`src/rtl/alu_seq.sv`:
```
// Handshaked execute-stage ALU: single-cycle logic/arith/shift ops, an iterative
// shift-add multiply, and a {Z,V,N} flag register updated under a per-op write mask.
module alu_seq #(
   parameter int unsigned WIDTH  = 16,
   parameter bit          SAT_EN = 1'b1
) (
   input  logic             clk,
   input  logic             rst,
   input  logic             in_valid,
   output logic             in_ready,
   input  logic [WIDTH-1:0] ALU_in1,
   input  logic [WIDTH-1:0] ALU_in2,
   input  logic [2:0]       op,
   output logic             out_valid,
   input  logic             out_ready,
   output logic [WIDTH-1:0] ALU_out,
   output logic [2:0]       flag,
   output logic [2:0]       flag_write
);

   localparam int unsigned ShW = $clog2(WIDTH);

   localparam logic [2:0] OpAdd = 3'b000;
   localparam logic [2:0] OpSub = 3'b001;
   localparam logic [2:0] OpAnd = 3'b010;
   localparam logic [2:0] OpXor = 3'b011;
   localparam logic [2:0] OpSll = 3'b100;
   localparam logic [2:0] OpSra = 3'b101;
   localparam logic [2:0] OpRor = 3'b110;
   localparam logic [2:0] OpMul = 3'b111;

   localparam logic [WIDTH-1:0] SatPos = {1'b0, {(WIDTH-1){1'b1}}};
   localparam logic [WIDTH-1:0] SatNeg = {1'b1, {(WIDTH-1){1'b0}}};

   typedef enum logic {StIdle, StMulRun} state_e;

   state_e           state_q, state_d;
   logic [ShW-1:0]   cnt_q, cnt_d;
   logic [WIDTH-1:0] mul_a_q, mul_a_d, mul_b_q, mul_b_d, acc_q, acc_d;
   logic [WIDTH-1:0] out_q, out_d;
   logic             valid_q, valid_d;
   logic [2:0]       fw_q, fw_d, flag_q, flag_d;

   logic [ShW-1:0]     sh;
   logic [WIDTH-1:0]   add_res, sub_res, alu_res, mul_term, mul_res;
   logic [2*WIDTH-1:0] rot2;
   logic               add_ovf, sub_ovf, alu_v;
   logic [2:0]         alu_fw, alu_flags;
   logic               accept;

   // Single-cycle datapath; MUL result comes from the iterative path below.
   always_comb begin
      sh      = ALU_in2[ShW-1:0];
      add_res = ALU_in1 + ALU_in2;
      sub_res = ALU_in1 - ALU_in2;
      add_ovf = (ALU_in1[WIDTH-1] == ALU_in2[WIDTH-1]) && (add_res[WIDTH-1] != ALU_in1[WIDTH-1]);
      sub_ovf = (ALU_in1[WIDTH-1] != ALU_in2[WIDTH-1]) && (sub_res[WIDTH-1] != ALU_in1[WIDTH-1]);
      rot2    = {ALU_in1, ALU_in1} >> sh;
      alu_res = '0;
      alu_v   = 1'b0;
      alu_fw  = 3'b100;
      unique case (op)
         OpAdd: begin
            alu_v   = add_ovf;
            alu_fw  = 3'b111;
            alu_res = (SAT_EN && add_ovf) ? (ALU_in1[WIDTH-1] ? SatNeg : SatPos) : add_res;
         end
         OpSub: begin
            alu_v   = sub_ovf;
            alu_fw  = 3'b111;
            alu_res = (SAT_EN && sub_ovf) ? (ALU_in1[WIDTH-1] ? SatNeg : SatPos) : sub_res;
         end
         OpAnd:   alu_res = ALU_in1 & ALU_in2;
         OpXor:   alu_res = ALU_in1 ^ ALU_in2;
         OpSll:   alu_res = ALU_in1 << sh;
         OpSra:   alu_res = $unsigned($signed(ALU_in1) >>> sh);
         OpRor:   alu_res = rot2[WIDTH-1:0];
         default: alu_res = '0;
      endcase
      alu_flags = {(alu_res == '0), alu_v, alu_res[WIDTH-1]};
   end

   assign mul_term = mul_b_q[cnt_q] ? (mul_a_q << cnt_q) : '0;
   assign mul_res  = acc_q + mul_term;

   assign in_ready = (state_q == StIdle) && (!valid_q || out_ready);
   assign accept   = in_valid && in_ready;

   always_comb begin
      state_d = state_q;
      cnt_d   = cnt_q;
      mul_a_d = mul_a_q;
      mul_b_d = mul_b_q;
      acc_d   = acc_q;
      out_d   = out_q;
      fw_d    = fw_q;
      flag_d  = flag_q;
      valid_d = valid_q && !out_ready;
      unique case (state_q)
         StIdle: begin
            if (accept) begin
               if (op == OpMul) begin
                  state_d = StMulRun;
                  mul_a_d = ALU_in1;
                  mul_b_d = ALU_in2;
                  acc_d   = '0;
                  cnt_d   = '0;
               end else begin
                  out_d   = alu_res;
                  fw_d    = alu_fw;
                  flag_d  = (flag_q & ~alu_fw) | (alu_flags & alu_fw);
                  valid_d = 1'b1;
               end
            end
         end
         StMulRun: begin
            acc_d = mul_res;
            cnt_d = cnt_q + ShW'(1);
            if (cnt_q == ShW'(WIDTH - 1)) begin
               out_d   = mul_res;
               fw_d    = 3'b100;
               flag_d  = {(mul_res == '0), flag_q[1:0]};
               valid_d = 1'b1;
               state_d = StIdle;
               cnt_d   = '0;
            end
         end
         default: state_d = StIdle;
      endcase
   end

   always_ff @(posedge clk or posedge rst) begin
      if (rst) begin
         state_q <= StIdle;
         cnt_q   <= '0;
         mul_a_q <= '0;
         mul_b_q <= '0;
         acc_q   <= '0;
         out_q   <= '0;
         valid_q <= 1'b0;
         fw_q    <= '0;
         flag_q  <= '0;
      end else begin
         state_q <= state_d;
         cnt_q   <= cnt_d;
         mul_a_q <= mul_a_d;
         mul_b_q <= mul_b_d;
         acc_q   <= acc_d;
         out_q   <= out_d;
         valid_q <= valid_d;
         fw_q    <= fw_d;
         flag_q  <= flag_d;
      end
   end

   assign out_valid  = valid_q;
   assign ALU_out    = out_q;
   assign flag       = flag_q;
   assign flag_write = fw_q;

endmodule

```
`config.mk`:
```
export PLATFORM = sky130hd
export DESIGN_NAME = alu_seq
export DESIGN_NICKNAME = d
export VERILOG_FILES = /design/src/rtl/alu_seq.sv
export SDC_FILE = /design/constraint.sdc
export NUM_CORES = 1
export LEC_CHECK = 0
export CAP_MARGIN = 0
export CORE_ASPECT_RATIO = 0.5
export CORE_MARGIN = 5
export CORE_UTILIZATION = 56
export CTS_BUF_LIST = sky130_fd_sc_hd__clkbuf_8
export CTS_CLUSTER_SIZE = 30
export DETAILED_ROUTE_END_ITERATION = 8
export PLACE_DENSITY = 0.89
export SETUP_SLACK_MARGIN = 0.1
export SLEW_MARGIN = 20
export SYNTH_ARGS = -nofsm -noshare
export SYNTH_HDL_FRONTEND = slang
export SYNTH_SLANG_ARGS = --single-unit
```
`constraint.sdc`:
```
create_clock -name clk -period 4.41 [get_ports clk]
set_input_delay 0.882 -clock clk [delete_from_list [all_inputs] [get_ports clk]]
set_output_delay 0.882 -clock clk [all_outputs]
set_load 0.05 [all_outputs]
```
After elaboration in Yosys (flattened, before gate mapping)
Cells that the tools add are included.
{"block": "word_totals", "ff_bits": 76, "latchBits": 0, "ramBits": 0, "rom_bits": 0, "out_inout_bits": 24, "mem_count": 0}
{"block": "classes", "add_sub_neg": 4, "multipliers": 0, "div_mod_pow": 0, "magnitude_cmp": 1, "n_eq_ne": 16, "shift": 4, "muxes": 36, "bitwise_logic": 7, "n_reduce_logical": 16}
{"cell": "$mux 16", "n": 9}
{"cell": "$pmux 16 s7", "n": 1}
{"cell": "$pmux 16 s2", "n": 2}
{"cell": "$add 16x16->16", "n": 2}
{"cell": "$logic_not 16->1", "n": 2}
{"cell": "$shl 16x4->16", "n": 2}
{"cell": "$shr 32x4->16", "n": 1}
{"cell": "$mux 3", "n": 6}
{"cell": "$and 16x16->16", "n": 1}
{"cell": "$sshr 16x4->16", "n": 1}
{"cell": "$sub 16x16->16", "n": 1}
{"cell": "$xor 16x16->16", "n": 1}
{"cell": "$eq 3x3->1 const B", "n": 4}
{"cell": "$mux 4", "n": 3}
{"cell": "$pmux 3 s2", "n": 2}
{"cell": "$reduce_and 3->1", "n": 3}
{"cell": "$pmux 4 s2", "n": 1}
{"cell": "$mux 1", "n": 7}
{"cell": "$and 3x3->3", "n": 2}
{"cell": "$eq 3x2->1 const B", "n": 2}
{"cell": "$pmux 1 s2", "n": 3}
{"cell": "$logic_and 1x1->1", "n": 5}
{"cell": "$lt 4x5->1 const B", "n": 1}
{"cell": "$add 4x1->4 const B", "n": 1}
{"cell": "16 further kinds", "n": 21}

Depth between registers and ports, before layout
Gate-level depths: netlist of run 1.
{"block": "depth", "ltp_word": 11, "mapped_depth": 25, "depth_no_buf": 21}

Worst setup path before layout of run 1
No wires, ideal clock.
{"block": "synth_path", "path_kind": "input to register", "from": "input ALU_in2[2]", "to": "register flag_q[2] (netlist: flag[2])", "t_arrival_ps": 5895, "required_ps": 4341, "path_slack_ps": -1554, "cell_stages": 25, "n_path_buf": 4, "path_cell_list": "buf_2 > buf_2 > inv_2 > ha_1 > clkbuf_1 > o21a_1 > o31a_1 > o21ai_0 > o211ai_1 > nor2b_1 > a21oi_1 > o21bai_1 > a21oi_1 > fa_1 > xnor2_1 > and2_1 > clkbuf_1 > o21ai_0 > o211ai_1 > or4_1 > or4_1 > or4_1 > nor4_1 > nand4_1 > nand3_1"}
{"block": "synth_between", "elab_chain_len": 11}
{"element": "start, declared", "line_no": "12", "rtl": "input logic [WIDTH-1:0] ALU_in2,"}
{"element": "$sub 16x16->16 or $add 16x16->16 (tied branches)", "line_no": "55, 54"}
{"element": "$ne 1x1->1, on equally long branches", "line_no": "57, 56"}
{"element": "$logic_and 1x1->1, on equally long branches", "line_no": "57, 56"}
{"element": "$mux 16, on equally long branches", "line_no": "71, 66"}
{"element": "$pmux 16 s7 (*)", "line_no": "62", "rtl": "unique case (op)"}
{"element": "$logic_not 16->1 (*)", "line_no": "80", "rtl": "alu_flags = {(alu_res == '0), alu_v, alu_res[WIDTH-1]};"}
{"element": "$and 3x3->3 (*)", "line_no": "111", "rtl": "flag_d = (flag_q & ~alu_fw) | (alu_flags & alu_fw);"}
{"element": "$or 3x3->3 (*)", "line_no": "111"}
{"element": "$mux 3 (*)", "line_no": "102", "rtl": "if (op == OpMul) begin"}
{"element": "$mux 3 (*)", "line_no": "101", "rtl": "if (accept) begin"}
{"element": "$pmux 3 s2 (*)", "line_no": "99", "rtl": "unique case (state_q)"}
{"element": "end signal, assigned", "line_no": "152", "rtl": "flag_q <= flag_d;"}
{"element": "end, declared", "line_no": "42", "rtl": "logic [2:0] fw_q, fw_d, flag_q, flag_d;"}
Every way passes the cells marked *; elsewhere a longest branch is shown, timed or not. The select of a mux whose other input is x is not followed.
A chain may end at the register's enable or synchronous reset.

Worst setup path after layout of run 1
{"block": "layout_path", "from": "input ALU_in1[3]", "to": "register flag_q[2] (netlist: flag[2])"}
{"block": "layout_between", "elab_chain_len": 11}
{"element": "start, declared", "line_no": "11", "rtl": "input logic [WIDTH-1:0] ALU_in1,"}
{"element": "$sub 16x16->16 or $add 16x16->16 (tied branches)", "line_no": "55, 54"}
{"element": "$ne 1x1->1, on equally long branches", "line_no": "57, 56"}
{"element": "$logic_and 1x1->1, on equally long branches", "line_no": "57, 56"}
{"element": "$mux 16, on equally long branches", "line_no": "71, 66"}
{"element": "$pmux 16 s7 (*)", "line_no": "62"}
{"element": "$logic_not 16->1 (*)", "line_no": "80"}
{"element": "$and 3x3->3 (*)", "line_no": "111"}
{"element": "$or 3x3->3 (*)", "line_no": "111"}
{"element": "$mux 3 (*)", "line_no": "102"}
{"element": "$mux 3 (*)", "line_no": "101"}
{"element": "$pmux 3 s2 (*)", "line_no": "99"}
Marked as above.

==> flow_summary_export.csv, run 1 <==
group,metric,value,unit
sta,worst_hold_slack,0.477,ns
floorplan,ios,63,
hold_path,hold_end,"flag_write[2]",
synth,syn_area_per_cell,7.72,µm²
power_and_ir_drop,power,6.14,mW
clock_tree,cts.clk_slew.worst_paths,0.08,ns
synth,syn-num-nets,1234,
outcome,status,"finished with violations",
sta,slew_headroom,0.413,
synth,synth_flop_cell,"dfrtp_1",
power_and_ir_drop,power.share.sequential,0.210,
routing,vias,10909,
floorplan,dieArea,0.0185,mm²
floorplan,dieHeight,98.8,µm
clock_tree,clock_path_buffers,2,
worst_setup_path,r2r-start,"cnt_q[0]",
sta,layout_min_cycle_time,5.36,ns
worst_setup_path,endpoint_kind,"register",
global_routing,grt_overflow,0,
placement,dp_slack,-1.83,ns
final_layout,design_area,0.0120,mm²
synth,async_reset_ff_frac,1.00,
clock_tree,cts_buffers,9,
worst_setup_path,ff2ff_path_depth,16,
clock_tree,clock_sinks,75,
outcome,violations,"setup timing",
floorplan,row_count,32,
global_routing,track_usage,0.423,
clock_tree,htree_levels,3,
floorplan,chipWidth,188,µm
routing,drtIter0Drc,1908,
sta,setup-violations-final,11,
global_routing,grt_pass1_vias,10555,
sta,finalMaxSlewViolations,0,
power_and_ir_drop,irDropWorstVdd,0.395,mV
synth,ys_ff_latch,75,
power_and_ir_drop,power_frac_clock,0.099,
power_and_ir_drop,p_sw_frac,0.509,
synth,synth_xor_area_frac,0.0288,
clock_tree,clockRootBuffer,"clkbuf_8",
sta,tightest_slew,0.875,ns
final_layout,multiInputGateArea,0.00686,mm²
synth,synth-simple-area-share,0.221,
global_routing,grt_first_pass_wirelength,61100,µm
placement,dp_hpwl,28900,µm
synth,ys_warn_count,0,
power_and_ir_drop,combPwrFrac,0.690,
synth,synth_cell_types,74,
worst_setup_path,crit_fanout,2,
clock_tree,clk_latency,0.36,ns
synth,muxShareOfSynthArea,0.157,
hold_path,hp-class,"reg2reg",
floorplan,core,0.0154,mm²
job,drv_cap,0,
sta,hold_viol,0,
power_and_ir_drop,power.internal,3.02,mW
sta,fmax,0.186,GHz
sta,worst_slack,-0.953,ns
clock_tree,hold_buffers,0,
sta,rsz0062_at_grt,"true",
synth,synth_compound_area_frac,0.244,
routing,totalWireLength,40200,µm
worst_setup_path,cp-start-kind,"input pin",
clock_tree,tritoncts,"built",
sta,finClkSkew,0.0168,ns
final_layout,final_common_cell,"buf_4",
hold_path,min_from,"flag_write[2]",
power_and_ir_drop,p_switching,3.13,mW
final_layout,diodes,0,
final_layout,final_cell_mix,"buf_4 (234), nand2_1 (157), nor2_1 (99)",
synth,synth_top_family_by_area,"compound AO/OA/AOI/OAI gates",
global_routing,antenna_found_initial,1,
global_routing,grt_max_degree,52,
final_layout,fill_cells,1064,
routing,avgRoutedWirePerCell,25.3,µm
synth,seq_area_frac_synth,0.213,
synth,syn_area,0.00882,mm²
power_and_ir_drop,p_per_area,513,mW/mm²
synth,synth_adder_area_share,0.0771,
final_layout,layout.nets,1472,
synth,synth-edff-count,0,
floorplan,start_util,0.572,
final_layout,layout-drive-gt1-share,0.293,
final_layout,area_growth,35.8,%
placement,portBuffers,62,
routing,ant_nets,0,
placement,place_area,0.0110,mm²
sta,fin_setup_tns,-3.62,ns
worst_setup_path,ff2ff_setup_slack,-0.04,ns
worst_setup_path,cp.arrival,5.66,ns
worst_setup_path,required,4.71,ns
worst_setup_path,path_class,"in2reg",
routing,avgViaCountPerCell,6.86,
hold_path,min_path_cells,1,
routing,drc,0,
worst_setup_path,r2r_end,"flag[2]",
power_and_ir_drop,cellLeakagePower,5.36,nW
routing,drtPass1Iterations,6,
final_layout,seq_area,0.00188,mm²
placement,gp_congestion,1.12,
synth,synth_cells,1143,
sta,fin_crit_sh,1.22,
==> logic make-up (layout without fill, tap and decap cells) <==
kind of cell | after synthesis | after routing
multiplexers | 105 | 105
XOR/XNOR | 29 | 29
adder cells (fa/ha/maj) | 52 | 52
flip-flops | 75 | 75
AO/OA/AOI/OAI | 331 | 331
AND/OR/NAND/NOR | 421 | 421
buffers and inverters | 130 | 373
==> repair_timing <==
| item | in CTS | in global routing |
|---|---|---|
| resized for setup | 133 | 47 |
| setup endpoints to repair | 18 | 18 |
| pin swaps | 42 | 35 |
| buffers inserted | 47 | 10 |
| cloned | 0 | 0 |
==> how the worst max path moves through the flow <==
| stage | startpoint | endpoint | slack (ns) | cells past startpoint |
|---|---|---|---|---|
| 6_report | ALU_in1[3] | flag[2] | -0.95 | 23 |
| 5_1_grt | ALU_in2[6] | flag[2] | -1.02 | 23 |
| 4_1_cts | ALU_in2[1] | flag[2] | -0.79 | 23 |
| 3_5_place_dp | ALU_in1[1] | flag[2] | -1.83 | 23 |
| 3_3_place_gp | ALU_in1[5] | flag[2] | -1.74 | 21 |
| 2_1_floorplan | ALU_in2[2] | flag[2] | -1.15 | 25 |
==> worst max-delay path: stages <==
cell	delay (ns)
buf_4	0.14
ha_4	0.27
o21a_1	0.11
o31a_1	0.25
o21ai_4	0.09
o211ai_1	0.22
nor2b_4	0.19
a21oi_2	0.05
o21bai_1	0.14
a21oi_1	0.08
buf_4	0.16
fa_2	0.58
buf_6	0.12
nand3_4	0.08
and3_4	0.19
o21ai_2	0.05
o211ai_1	0.09
or4_4	0.57
or4_4	0.50
or4_4	0.53
nor4_4	0.15
nand4_1	0.12
nand3_1	0.09
==> power by group through the flow <==
stage	sequential, mW	clock [mW]	combinational, mW
6_report	1.29	0.611	4.24
5_1_grt	1.32	0.646	4.49
4_1_cts	1.27	0.604	3.96
3_5_place_dp	1.28	0	3.76
3_3_place_gp	1.25	0	3.64
2_1_floorplan	1.50	0	2.28
==> sequential cells by signal (all words and copies together) (netlist names) <==
register and cells:
ALU_out 16, acc_q 16, mul_a_q 16, mul_b_q 16
cnt_q 4, flag 3, flag_write 2, out_valid 1
state_q 1
==> cell usage after synthesis (all sizes together) (9+ instances only) <==
library cell  number  share of area
nor4              12         0.0085
and3               9         0.0064
mux2              25          0.032
mux2i             57          0.066
a211oi            26          0.022
inv               42          0.018
o211ai            21          0.018
o21ai             91          0.052
nand3             26          0.015
a21oi             69          0.039
mux4              23          0.059
a31oi             18          0.013
or3               10         0.0071
nor2             100          0.043
nand2            160          0.068
o31ai             12          0.010
xor2              10         0.0099
clkbuf            59          0.025
buf               26          0.016
dfrtp             75           0.21
nor3              27          0.015
and2              10         0.0071
xnor2             19          0.019
ha                48          0.068
nor2b             19          0.013
nand2b            15          0.011
o21a               9         0.0077
==> through the flow <==
stage | utilization | instances
floorplan | - | 1143
global placement | 0.710 | 1528
detailed placement | 0.710 | 1528
CTS | 0.764 | 1589
global route | 0.777 | 1590
finish | 0.777 | 1590
==> layout make-up <==
cell class,count,share of cell area
Sequential cell,75,0.157
Clock inverter,6,0.00741
Timing Repair Buffer,312,0.214
Inverter,45,0.0159
Tap cell,204,0.0213
Multi-Input combinational cell,938,0.573
Clock buffer,10,0.0115
==> layer usage <==
metal,vias to the layer above,wire [µm],global-route usage
met5,-,18,0
met4,2,2420,0.218
met3,232,5710,0.148
met2,889,17000,0.642
met1,5097,15100,0.539
li1,4689,-,-
Power figures use the tool's default switching activity.
==> run 2, diff against run 1 <==
CORE_MARGIN = 8   (was 5)
==> flow_summary_export.csv, run 2 (synthesized netlist as in run 1, its figures left out) <==
group,metric,value,unit
sta,tightest_slew,0.960,ns
clock_tree,hold_buffers,0,
worst_setup_path,required,4.70,ns
floorplan,start_util,0.572,
final_layout,layout.nets,1442,
final_layout,layout-drive-gt1-share,0.277,
worst_setup_path,cp.arrival,5.72,ns
floorplan,core,0.0154,mm²
placement,portBuffers,62,
power_and_ir_drop,combPwrFrac,0.691,
power_and_ir_drop,p_per_area,514,mW/mm²
final_layout,final_common_cell,"buf_4",
placement,gp_congestion,1.10,
sta,layout_min_cycle_time,5.43,ns
sta,fin_setup_tns,-3.00,ns
power_and_ir_drop,irDropWorstVdd,0.464,mV
routing,avgViaCountPerCell,6.90,
clock_tree,htree_levels,3,
global_routing,grt_pass1_vias,10387,
final_layout,final_cell_mix,"buf_4 (209), nand2_1 (159), nor2_1 (99)",
sta,setup-violations-final,10,
hold_path,hp-class,"reg2reg",
sta,worst_hold_slack,0.479,ns
clock_tree,tritoncts,"built",
worst_setup_path,cp-start-kind,"input pin",
clock_tree,clock_sinks,75,
floorplan,chipWidth,194,µm
routing,vias,10769,
routing,avgRoutedWirePerCell,24.7,µm
job,drv_cap,0,
final_layout,utilization,0.757,
power_and_ir_drop,power_frac_clock,0.094,
routing,ant_nets,0,
global_routing,grt_first_pass_wirelength,58700,µm
sta,rsz0062_at_grt,"true",
floorplan,dieArea,0.0203,mm²
floorplan,row_count,32,
sta,finalMaxSlewViolations,0,
placement,dp_hpwl,29000,µm
routing,drtPass1Iterations,6,
routing,totalWireLength,38500,µm
clock_tree,clock_path_buffers,2,
power_and_ir_drop,p_sw_frac,0.509,
sta,fmax,0.184,GHz
routing,drc,0,
power_and_ir_drop,power.share.sequential,0.216,
final_layout,fill_cells,1147,
worst_setup_path,endpoint_kind,"register",
floorplan,ios,63,
final_layout,area_growth,32.2,%
global_routing,antenna_found_initial,4,
global_routing,grt_overflow,0,
global_routing,track_usage,0.363,
power_and_ir_drop,power.internal,2.94,mW
clock_tree,cts.clk_slew.worst_paths,0.08,ns
worst_setup_path,crit_fanout,2,
placement,place_area,0.0109,mm²
outcome,status,"finished with violations",
sta,finClkSkew,0.0140,ns
sta,hold_viol,0,
final_layout,design_area,0.0117,mm²
clock_tree,clockRootBuffer,"clkbuf_8",
floorplan,dieHeight,105,µm
sta,slew_headroom,0.360,
clock_tree,clk_latency,0.37,ns
global_routing,grt_max_degree,76,
sta,worst_slack,-1.02,ns
placement,dp_slack,-1.91,ns
routing,drtIter0Drc,1529,
power_and_ir_drop,cellLeakagePower,5.20,nW
clock_tree,cts_buffers,9,
outcome,violations,"setup timing",
power_and_ir_drop,p_switching,3.05,mW
sta,fin_crit_sh,1.23,
worst_setup_path,path_class,"in2reg",
[run 2: cell count changes in the layout (fill, tap and decap cells not counted), moves of 3 or more]
cell     before  now
buf_4       234  209
buf_6        21   12
nand2_2       3    0
o21ai_1       6    3
o21ai_0      79   83
buf_2         4    7
[run 2: layout make-up]
class                   count  area (µm²)  area share
diodes                      1        2.50    0.000215
clock buffers              10         138      0.0118
clock inverters             6        70.1     0.00601
inverters                  45         186      0.0160
multi-input cells         938        6830       0.586
flip-flops and latches     75        1880       0.161
well taps                 204         255      0.0219
repair buffers            282        2300       0.198
[run 2: repair_timing]
action                                  CTS  global route
setup buffers                            17             7
resized for setup                       104            54
endpoints found under the setup margin   18            15
hold endpoints to repair                  0             0
pin swaps                                46            41
[run 2: path summary, 6_finish.rpt]
kind | from | end | slack, ns | cells after the start
worst max-delay path | ALU_in1[3] | flag[2] | -1.02 | 22
worst min-delay path | mul_b_q[11] | mul_b_q[11] | 0.48 | 2
worst max register to register | cnt_q[0] | flag[2] | 0.28 | 16
worst min register to register | mul_b_q[11] | mul_b_q[11] | 0.48 | 2
max in group asynchronous | rst | mul_b_q[3] | 2.65 | 3
min in group asynchronous | rst | acc_q[4] | 1.10 | 3
[run 2: through the flow]
stage | total power [mW] | std cells
2_1_floorplan | 3.78 | 1143
3_3_place_gp | 4.93 | 1525
3_5_place_dp | 5.10 | 1525
4_1_cts | 5.78 | 1556
5_1_grt | 6.30 | 1560
6_report | 5.99 | 1561
[run 2: critical path, stage by stage]
cell and delay, ns:
buf_8 0.11, ha_4 0.16, or4_4 0.54, o21ai_4 0.22
o211ai_1 0.13, nor2b_4 0.15, a21oi_2 0.11, o21bai_1 0.08
a21oi_1 0.13, buf_4 0.14, fa_2 0.46, xnor2_2 0.17
buf_4 0.14, nand2_4 0.07, a21oi_2 0.06, or3_4 0.39
a311o_1 0.35, or4_1 0.52, or4_4 0.55, nor4_4 0.14
nand4_1 0.11, nand3_1 0.08
[run 2: power groups by stage]
| stage | clock network [mW] | registers (mW) | logic, mW |
|---|---|---|---|
| 2_1_floorplan | 0 | 1.50 | 2.28 |
| 3_3_place_gp | 0 | 1.26 | 3.67 |
| 3_5_place_dp | 0 | 1.29 | 3.81 |
| 4_1_cts | 0.563 | 1.28 | 3.93 |
| 5_1_grt | 0.589 | 1.32 | 4.39 |
| 6_report | 0.561 | 1.29 | 4.14 |
[run 2: layer usage]
| metal | vias to the layer above | global-route usage | wire [µm] |
|---|---|---|---|
| li1 | 4618 | - | - |
| met5 | - | 0 | 40 |
| met4 | 6 | 0.171 | 2120 |
| met2 | 859 | 0.551 | 16300 |
| met3 | 211 | 0.116 | 5290 |
| met1 | 5075 | 0.465 | 14800 |
